File: src/rtl/bcd_pkg.sv
// Shared constants and elaboration-time helpers for the BCD modulus counter.
package bcd_pkg;

  localparam logic [3:0] BCD_MAX_DIGIT   = 4'h9;
  localparam int         MAX_DIGITS      = 4;
  localparam int         DEFAULT_MODULUS = 60;

  // 10 to the power n, used for decimal weighting of BCD digits.
  function automatic int pow10(input int n);
    int r;
    r = 1;
    for (int i = 0; i < n; i++) begin
      r = r * 10;
    end
    return r;
  endfunction

  // Packs a non-negative integer below 10000 into four BCD digits.
  function automatic logic [15:0] int_to_bcd(input int v);
    logic [15:0] r;
    int          t;
    r = 16'h0000;
    t = v;
    for (int i = 0; i < MAX_DIGITS; i++) begin
      r[4*i +: 4] = 4'(t % 10);
      t           = t / 10;
    end
    return r;
  endfunction

endpackage

File: src/rtl/bcd_digit.sv
// One decade of the counter: holds a BCD digit, loads, or steps up/down.
// A stepping digit at its limit (9 going up, 0 going down) takes wrap_val.
module bcd_digit
  import bcd_pkg::*;
(
  input  logic       CP,
  input  logic       nCLR,
  input  logic       load,
  input  logic [3:0] d,
  input  logic       step,
  input  logic       dir,
  input  logic [3:0] wrap_val,
  output logic [3:0] q,
  output logic       at_limit
);

  logic [3:0] q_d;
  logic [3:0] q_q;
  logic       at_limit_s;

  // Digit is at its ripple limit for the current direction.
  always_comb begin
    if (dir) begin
      at_limit_s = (q_q == BCD_MAX_DIGIT);
    end else begin
      at_limit_s = (q_q == 4'h0);
    end
  end

  // Next digit value: load beats step; otherwise hold.
  always_comb begin
    q_d = q_q;
    if (load) begin
      q_d = d;
    end else if (step) begin
      if (at_limit_s) begin
        q_d = wrap_val;
      end else if (dir) begin
        q_d = q_q + 4'd1;
      end else begin
        q_d = q_q - 4'd1;
      end
    end else begin
      q_d = q_q;
    end
  end

  // Digit register, cleared asynchronously.
  always_ff @(posedge CP or negedge nCLR) begin
    if (!nCLR) begin
      q_q <= 4'h0;
    end else begin
      q_q <= q_d;
    end
  end

  assign q        = q_q;
  assign at_limit = at_limit_s;

endmodule

File: src/rtl/bcd_mod_counter.sv
// Up/down BCD counter with arbitrary modulus, validated parallel load,
// cascadable terminal count and a one-cycle rejected-load flag.
module bcd_mod_counter
  import bcd_pkg::*;
#(
  parameter int DIGITS  = 2,
  parameter int MODULUS = DEFAULT_MODULUS
) (
  input  logic                  CP,
  input  logic                  nCLR,
  input  logic                  Load,
  input  logic                  En,
  input  logic                  dir,
  input  logic [4*DIGITS-1:0]   D,
  output logic [4*DIGITS-1:0]   Q,
  output logic                  TC,
  output logic                  LoadErr
);

  localparam int          W         = 4 * DIGITS;
  localparam logic [15:0] MAX_BCD16 = int_to_bcd(MODULUS - 1);
  localparam logic [W-1:0] MAX_BCD  = MAX_BCD16[W-1:0];
  localparam logic [W-1:0] ZERO_BCD = {W{1'b0}};

  if (DIGITS < 1 || DIGITS > MAX_DIGITS || MODULUS < 2 || MODULUS > pow10(DIGITS)) begin : g_param_err
    $error("bcd_mod_counter: illegal DIGITS=%0d / MODULUS=%0d", DIGITS, MODULUS);
  end

  logic              d_ok_s;
  logic [13:0]       d_val_s;
  logic              load_ok_s;
  logic              at_max_s;
  logic              at_zero_s;
  logic              count_en_s;
  logic              mod_wrap_s;
  logic              dig_load_s;
  logic [W-1:0]      dig_d_s;
  logic [3:0]        wrap_val_s;
  logic [DIGITS-1:0] step_s;
  logic [DIGITS-1:0] at_limit_s;
  logic              load_err_d;
  logic              load_err_q;

  // Load validator: every digit must be decimal and the value below the modulus.
  always_comb begin
    d_ok_s  = 1'b1;
    d_val_s = 14'd0;
    for (int i = 0; i < DIGITS; i++) begin
      if (D[4*i +: 4] > BCD_MAX_DIGIT) begin
        d_ok_s = 1'b0;
      end else begin
        d_ok_s = d_ok_s;
      end
      d_val_s = d_val_s + 14'(D[4*i +: 4]) * 14'(pow10(i));
    end
    load_ok_s = d_ok_s && (d_val_s < 14'(MODULUS));
  end

  // Terminal count and modulus-wrap detection; a wrap is forced as a load.
  always_comb begin
    at_max_s   = (Q == MAX_BCD);
    at_zero_s  = (Q == ZERO_BCD);
    TC         = En && ((dir && at_max_s) || (!dir && at_zero_s));
    count_en_s = En && !Load;
    mod_wrap_s = count_en_s && ((dir && at_max_s) || (!dir && at_zero_s));
    dig_load_s = (Load && load_ok_s) || mod_wrap_s;
    if (Load) begin
      dig_d_s = D;
    end else if (dir) begin
      dig_d_s = ZERO_BCD;
    end else begin
      dig_d_s = MAX_BCD;
    end
    if (dir) begin
      wrap_val_s = 4'h0;
    end else begin
      wrap_val_s = BCD_MAX_DIGIT;
    end
    load_err_d = Load && !load_ok_s;
  end

  for (genvar i = 0; i < DIGITS; i++) begin : g_digit
    if (i == 0) begin : g_lsd
      assign step_s[i] = count_en_s;
    end else begin : g_upper
      assign step_s[i] = count_en_s && (&at_limit_s[i-1:0]);
    end

    bcd_digit u_digit (
      .CP       (CP),
      .nCLR     (nCLR),
      .load     (dig_load_s),
      .d        (dig_d_s[4*i +: 4]),
      .step     (step_s[i]),
      .dir      (dir),
      .wrap_val (wrap_val_s),
      .q        (Q[4*i +: 4]),
      .at_limit (at_limit_s[i])
    );
  end

  // Rejected-load flag, valid for the single cycle after the request.
  always_ff @(posedge CP or negedge nCLR) begin
    if (!nCLR) begin
      load_err_q <= 1'b0;
    end else begin
      load_err_q <= load_err_d;
    end
  end

  assign LoadErr = load_err_q;

endmodule

File: config.mk
export PLATFORM = sky130hd
export DESIGN_NAME = bcd_mod_counter
export DESIGN_NICKNAME = d
export VERILOG_FILES = /design/src/rtl/bcd_pkg.sv /design/src/rtl/bcd_digit.sv /design/src/rtl/bcd_mod_counter.sv
export SDC_FILE = /design/constraint.sdc
export NUM_CORES = 1
export LEC_CHECK = 0
export CAP_MARGIN = 20
export CORE_MARGIN = 4
export CORE_UTILIZATION = 48
export CTS_BUF_LIST = sky130_fd_sc_hd__clkbuf_4
export DETAILED_ROUTE_END_ITERATION = 7
export PLACE_DENSITY = 0.78
export SYNTH_ARGS = -nofsm -noshare
export SYNTH_HDL_FRONTEND = slang
export SYNTH_SLANG_ARGS = --single-unit
export TNS_END_PERCENT = 10
File: constraint.sdc
create_clock -name CP -period 2 [get_ports CP]
set_input_delay 0.2 -clock CP [delete_from_list [all_inputs] [get_ports CP]]
set_output_delay 0.2 -clock CP [all_outputs]
set_load 0.03 [all_outputs]
==> impl_metrics.env, run 1 <==
export IMPL_grt_antenna_before_repair=0
export IMPL_postSynthCellCount=135
export IMPL_fin_cells=214
export IMPL_synth_top_area_share_pct=19.1
export IMPL_core_um2=2280
export IMPL_cts_buffers_inserted=3
export IMPL_initial_utilization_pct=51.9
export IMPL_gp_congestion=0.853
export IMPL_rows=17
export IMPL_cp_start_kind="input pin"
export IMPL_setup_violations=9
export IMPL_cp_cell_sequence="buf_8, ha_4, ha_4, fa_2, or4b_4, o2111ai_4, a211oi_4, and2_4, o31a_1"
export IMPL_synth_seq_cells=9
export IMPL_cap_viol_max_count=0
export IMPL_hold_viol=0
export IMPL_layout_common_cells="30 x buf_4, 15 x clkdlybuf4s50_1, 10 x nand2_1"
export IMPL_synth_area_um2=1180
export IMPL_worstSkewPairLatency_ns=0.26
export IMPL_post_place_cells=209
export IMPL_cpMostUsedCell="ha_4"
export IMPL_synthTopCellsByArea="dfrtp_1 19%, ha_1 11%, fa_1 6.8%"
export IMPL_final_nets=214
export IMPL_p_leak_nw=0.798
export IMPL_grt_overflow=0
export IMPL_crit_required_ns=2.15
export IMPL_vias=1301
export IMPL_seq_area_frac_synth_pct=19.1
export IMPL_grt_usage_pct=22.2
export IMPL_dr_pass1_iters=4
export IMPL_layout_commonest_cell="buf_4"
export IMPL_grt_pass1_wl_mm=5.84
export IMPL_fin_util_pct=76.4
export IMPL_cp_slowest_stage_delay_ns=0.58
export IMPL_irDropWorstVdd_uv=727
export IMPL_worst_path_max_delay_cell="fa_2"
export IMPL_port_buffers=22
export IMPL_synth_edf_count=0
export IMPL_areaGrowthSynthToFinish_pct=47.2
export IMPL_dpl_worst_slack_ns=-1.06
export IMPL_relSlewSlack_pct=73.4
export IMPL_pin_count=23
export IMPL_ys_flop_type="dfrtp_1"
export IMPL_maxSlewViolCount=0
export IMPL_cts_max_path_buffers=2
export IMPL_wl_mm=3.53
export IMPL_yosys_warnings=0
export IMPL_arrival_ns=2.47
export IMPL_syn_area_per_cell_um2=8.75
export IMPL_final_setup_worst_slack_ns=-0.326
export IMPL_rsz0062_at_grt="yes"
export IMPL_wl_per_cell_um=16.5
export IMPL_p_per_area_nw_per_um2=1010
export IMPL_syn_nets=162
export IMPL_critPathCaptureType="flop"
export IMPL_dp_hpwl_mm=2.79
export IMPL_fillers=166
export IMPL_violations="negative setup slack"
export IMPL_grt_max_degree=13
export IMPL_finClkSkew_ns=0.000256
export IMPL_worst_pin_slew_ns=0.389
export IMPL_num_antenna_cells=0
export IMPL_postCtsHoldBufs=0
export IMPL_setup_tns_ns=-2.27
export IMPL_htreeDepth=1
export IMPL_period_minus_slack_ns=2.33
export IMPL_r2r_slack_ns=0.12
export IMPL_cts_tree="yes"
export IMPL_critPathMaxFanout=5
export IMPL_die_h_um=57.6
export IMPL_max_freq_mhz=430
export IMPL_drcViolationCount=0
export IMPL_post_route_period_util_pct=116
export IMPL_synth_cell_types=50
export IMPL_drt_antenna_violating_nets=0
export IMPL_grt_pass1_vias=1257
export IMPL_die_x_um=57.6
export IMPL_drt_iter0_drc=66
export IMPL_async_reset_ff_share_pct=100
export IMPL_p_total_mw=1.76
export IMPL_outcome="finished, violations left"
export IMPL_cts_root_buf="clkbuf_4"
export IMPL_hold_path_class="input pin to async pin"
export IMPL_reg2reg_depth=6
export IMPL_die_area_um2=3320
export IMPL_clkTransAtPathRegs_ns=0.06
export IMPL_drive_gt1_share_pct=29.6
export IMPL_cts_sinks=9
export IMPL_critPathKind="input pin to flop"
export IMPL_yosys_area_top_type="dfrtp_1"
export IMPL_routed_via_density=6.08
[registers in the layout, indices dropped and copies added (netlist names)]
signal and cells:
LoadErr 1, g_digit.u_digit.q 8
[path summary, 6_finish.rpt]
kind | startpoint | end
worst max-delay path | D[7] | g_digit[0].u_digit.q[0]$_DFFE_PN0P_
worst min-delay path | nCLR | LoadErr$_DFF_PN0_
worst max register to register | g_digit[0].u_digit.q[1]$_DFFE_PN0P_ | g_digit[0].u_digit.q[3]$_DFFE_PN0P_
worst min register to register | g_digit[0].u_digit.q[1]$_DFFE_PN0P_ | g_digit[0].u_digit.q[1]$_DFFE_PN0P_
max in group asynchronous | nCLR | g_digit[1].u_digit.q[3]$_DFFE_PN0P_
min in group CP | D[5] | g_digit[1].u_digit.q[1]$_DFFE_PN0P_
[synth_stat cells, types with 2 or more instances]
cell	number
ha_1	10
nand2_1	10
dfrtp_1	9
a21oi_1	7
inv_1	7
nor2_1	7
nand3_1	6
buf_2	5
fa_1	4
mux2i_1	4
nand4_1	4
xor2_1	4
a21o_1	3
a22o_1	3
and3_1	3
nand2b_1	3
nor3_1	3
o21ai_0	3
xnor2_1	3
a2111oi_0	2
a221oi_1	2
and2_1	2
o211ai_1	2
o32ai_1	2
or3_1	2
[power by group]
part	total [mW]	switching [mW]	internal, mW
clock	0.154	0.0634	0.0904
sequential	0.380	0.126	0.254
combinational	1.22	0.628	0.596
[critical path: cells and delay by family]
kind                       cells  cell delay, ns
adders and majority gates      3            0.97
AOI/OAI and AO/OA              3            0.56
buffers and inverters          1            0.10
and+or+nand+nor                2            0.65
[metal layers]
metal | GRT usage [%] | share of wire, % | wire, um | up-vias
li1 | - | - | - | 622
met5 | 0 | 0 | 0 | -
met3 | 5.43 | 4.6 | 161 | 6
met2 | 38.2 | 53 | 1860 | 34
met1 | 28.2 | 41 | 1460 | 639
met4 | 4.30 | 1.6 | 55 | 0
[repair_timing]
item | 4_1_cts | 5_1_grt
pin swaps | 12 | 6
resized for setup | 31 | 2
gates cloned | 0 | 0
setup endpoints to repair | 9 | 10
setup buffers | 0 | 1
[area by class of cell]
class / instances / area, um2 / share of cell area [%]
multi-input combinational: 114 / 982 / 56.5
timing repair buffer: 52 / 440 / 25.3
sequential: 9 / 225 / 12.9
tap: 28 / 35.0 / 2.01
clock buffer: 4 / 30.0 / 1.73
inverter: 7 / 26.3 / 1.51
[cell families after synthesis]
kind of cell	share of synthesized area, %
AO/OA/AOI/OAI	30.0
XOR/XNOR	5.19
adder cells (fa/ha/maj)	17.4
buffers and inverters	4.34
flip-flops	19.1
multiplexers	3.39
AND/OR/NAND/NOR	20.7
[per-stage QoR]
step / instance area (um2) / hold WS (ns)
final: 1740 / 0.224
after global routing: 1740 / 0.266
after CTS: 1720 / 0.233
after detailed placement: 1660 / 0.517
after global placement: 1660 / 0.517
after floorplan: 1210 / -0.0956
Note: power is estimated with default switching activity, not from simulation.
==> inputs of run 2 (changes only) <==
--- a/config.mk
+++ b/config.mk
@@ -6,6 +6,7 @@
 export NUM_CORES = 1
 export LEC_CHECK = 0
 export CAP_MARGIN = 20
+export CORE_ASPECT_RATIO = 1.25
 export CORE_MARGIN = 4
 export CORE_UTILIZATION = 48
 export CTS_BUF_LIST = sky130_fd_sc_hd__clkbuf_4
==> run 2 against run 1 <==
  * First-iteration DRC count is 33% lower
  * Largest power group unchanged
  * Largest cell class unchanged
  * Die area grew 0.15%
  * Clock power is essentially flat
  * Critical path depth unchanged
  * Combinational power hardly changed
  * Routed wire length down 0.14%
  * Clock-buffer cell count is the same
  * The run still ends with negative setup slack left
  * Register-to-register slack is essentially flat
  * Sequential power shrank 1%
  * Total power down 0.24%
  * Worst setup slack lost 0.013 ns
  * Global-route usage is 1.0 points lower
==> impl_metrics.env, run 2 (synthesized netlist as in run 1, its figures left out) <==
export IMPL_fin_hold_ws_ns=0.229
export IMPL_violations="negative setup slack"
export IMPL_routed_via_density=6.04
export IMPL_cts_sinks=9
export IMPL_cts_root_buf="clkbuf_4"
export IMPL_p_per_area_nw_per_um2=988
export IMPL_die_area_um2=3320
export IMPL_final_setup_worst_slack_ns=-0.339
export IMPL_critPathCaptureType="flop"
export IMPL_areaGrowthSynthToFinish_pct=50.3
export IMPL_setup_violations=9
export IMPL_post_route_period_util_pct=117
export IMPL_initial_utilization_pct=51.8
export IMPL_cp_slowest_stage_delay_ns=0.57
export IMPL_drt_antenna_violating_nets=0
export IMPL_relSlewSlack_pct=72.7
export IMPL_reg2reg_depth=6
export IMPL_pin_count=23
export IMPL_num_antenna_cells=0
export IMPL_arrival_ns=2.53
export IMPL_cts_buffers_inserted=3
export IMPL_rsz0062_at_grt="yes"
export IMPL_grt_usage_pct=21.2
export IMPL_critPathKind="input pin to flop"
export IMPL_port_buffers=22
export IMPL_hold_viol=0
export IMPL_maxSlewViolCount=0
export IMPL_clkTransAtPathRegs_ns=0.06
export IMPL_irDropWorstVdd_uv=640
export IMPL_cts_max_path_buffers=2
export IMPL_rows=19
export IMPL_layout_commonest_cell="buf_4"
export IMPL_wl_per_cell_um=16.0
export IMPL_grt_overflow=0
export IMPL_seq_area_um2=225
export IMPL_cp_start_kind="input pin"
export IMPL_cp_cell_sequence="buf_6, ha_4, ha_4, fa_2, or4b_4, o2111ai_4, a211oi_4, a22oi_4, mux2i_1"
export IMPL_die_x_um=52.4
export IMPL_die_h_um=63.5
export IMPL_vias=1329
export IMPL_post_place_cells=214
export IMPL_worst_path_max_delay_cell="fa_2"
export IMPL_htreeDepth=1
export IMPL_final_nets=217
export IMPL_drcViolationCount=0
export IMPL_dp_hpwl_mm=2.65
export IMPL_finClkSkew_ns=0.00150
export IMPL_cap_viol_max_count=0
export IMPL_drt_iter0_drc=44
export IMPL_layout_common_cells="33 x buf_4, 15 x clkdlybuf4s50_1, 9 x dfrtp_1, 9 x nand2_1"
export IMPL_critPathMaxFanout=5
export IMPL_hold_path_class="input pin to async pin"
export IMPL_cpMostUsedCell="ha_4"
export IMPL_p_leak_nw=0.811
export IMPL_postCtsHoldBufs=0
export IMPL_worst_pin_slew_ns=0.399
export IMPL_gp_congestion=0.854
export IMPL_outcome="finished, violations left"
export IMPL_multi_input_area_um2=996
export IMPL_dr_pass1_iters=4
export IMPL_max_freq_mhz=428
export IMPL_cts_tree="yes"
export IMPL_grt_antenna_before_repair=0
export IMPL_core_um2=2280
export IMPL_crit_required_ns=2.19
export IMPL_grt_max_degree=13
export IMPL_fillers=179
export IMPL_drive_gt1_share_pct=31.7
export IMPL_fin_cells=220
export IMPL_period_minus_slack_ns=2.34
export IMPL_grt_pass1_vias=1293
export IMPL_wl_mm=3.53
export IMPL_largest_reg_flops=8
export IMPL_worstSkewPairLatency_ns=0.27
export IMPL_grt_pass1_wl_mm=5.51
run 2: per-layer routing:
| metal | share of wire, % | GRT usage (%) |
|---|---|---|
| met5 | 0 | 0 |
| met4 | 2.7 | 7.35 |
| met3 | 5.0 | 1.89 |
| met2 | 55 | 40.5 |
| met1 | 37 | 23.1 |
run 2: through the flow:
step                      setup TNS [ns]  utilization [%]  total power [mW]  cell area (um2)  worst slack (ns)
final                              -2.37             77.8              1.75             1780            -0.339
after CTS                          -2.37             76.9              1.73             1760            -0.342
after detailed placement           -8.94             73.5              1.55             1680             -1.05
after global routing               -3.11             77.8              1.89             1780            -0.457
after global placement             -8.47             73.5              1.51             1680             -1.00
after floorplan                    -3.14                -              1.06             1210            -0.462
run 2: area by class of cell:
type / count / area share (%)
inverter: 7 / 1.48
tap: 31 / 2.18
sequential: 9 / 12.7
timing repair buffer: 55 / 25.9
multi-input combinational: 114 / 56.1
clock buffer: 4 / 1.69
run 2: timing repair:
| action | 4_1_cts | 5_1_grt |
|---|---|---|
| setup endpoints to repair | 9 | 10 |
| hold endpoints to repair | 0 | 0 |
| pin swaps | 11 | 7 |
| gates resized for setup | 30 | 3 |
| setup buffers | 2 | 0 |
run 2: final timing paths:
| kind | from | end | slack, ns |
|---|---|---|---|
| worst max register to register | g_digit[1].u_digit.q[1]$_DFFE_PN0P_ | g_digit[1].u_digit.q[3]$_DFFE_PN0P_ | 0.12 |
| worst min-delay path | nCLR | g_digit[0].u_digit.q[3]$_DFFE_PN0P_ | 0.23 |
| max in group asynchronous | nCLR | g_digit[0].u_digit.q[0]$_DFFE_PN0P_ | 1.49 |
| min in group CP | D[7] | g_digit[1].u_digit.q[3]$_DFFE_PN0P_ | 0.33 |
| worst max-delay path | D[7] | g_digit[1].u_digit.q[0]$_DFFE_PN0P_ | -0.34 |
| worst min register to register | g_digit[0].u_digit.q[1]$_DFFE_PN0P_ | g_digit[0].u_digit.q[1]$_DFFE_PN0P_ | 0.64 |
run 2: where the power goes:
part / internal (mW) / switching, mW
sequential: 0.254 / 0.122
combinational: 0.597 / 0.627
clock: 0.0904 / 0.0631
run 2: worst max-delay path, delay by kind of cell:
kind / cells / cell delay (ns)
AO/OA/AOI/OAI: 3 / 0.54
adder cells (fa/ha/maj): 3 / 0.97
buffers and inverters: 1 / 0.10
multiplexers: 1 / 0.22
AND/OR/NAND/NOR: 1 / 0.49
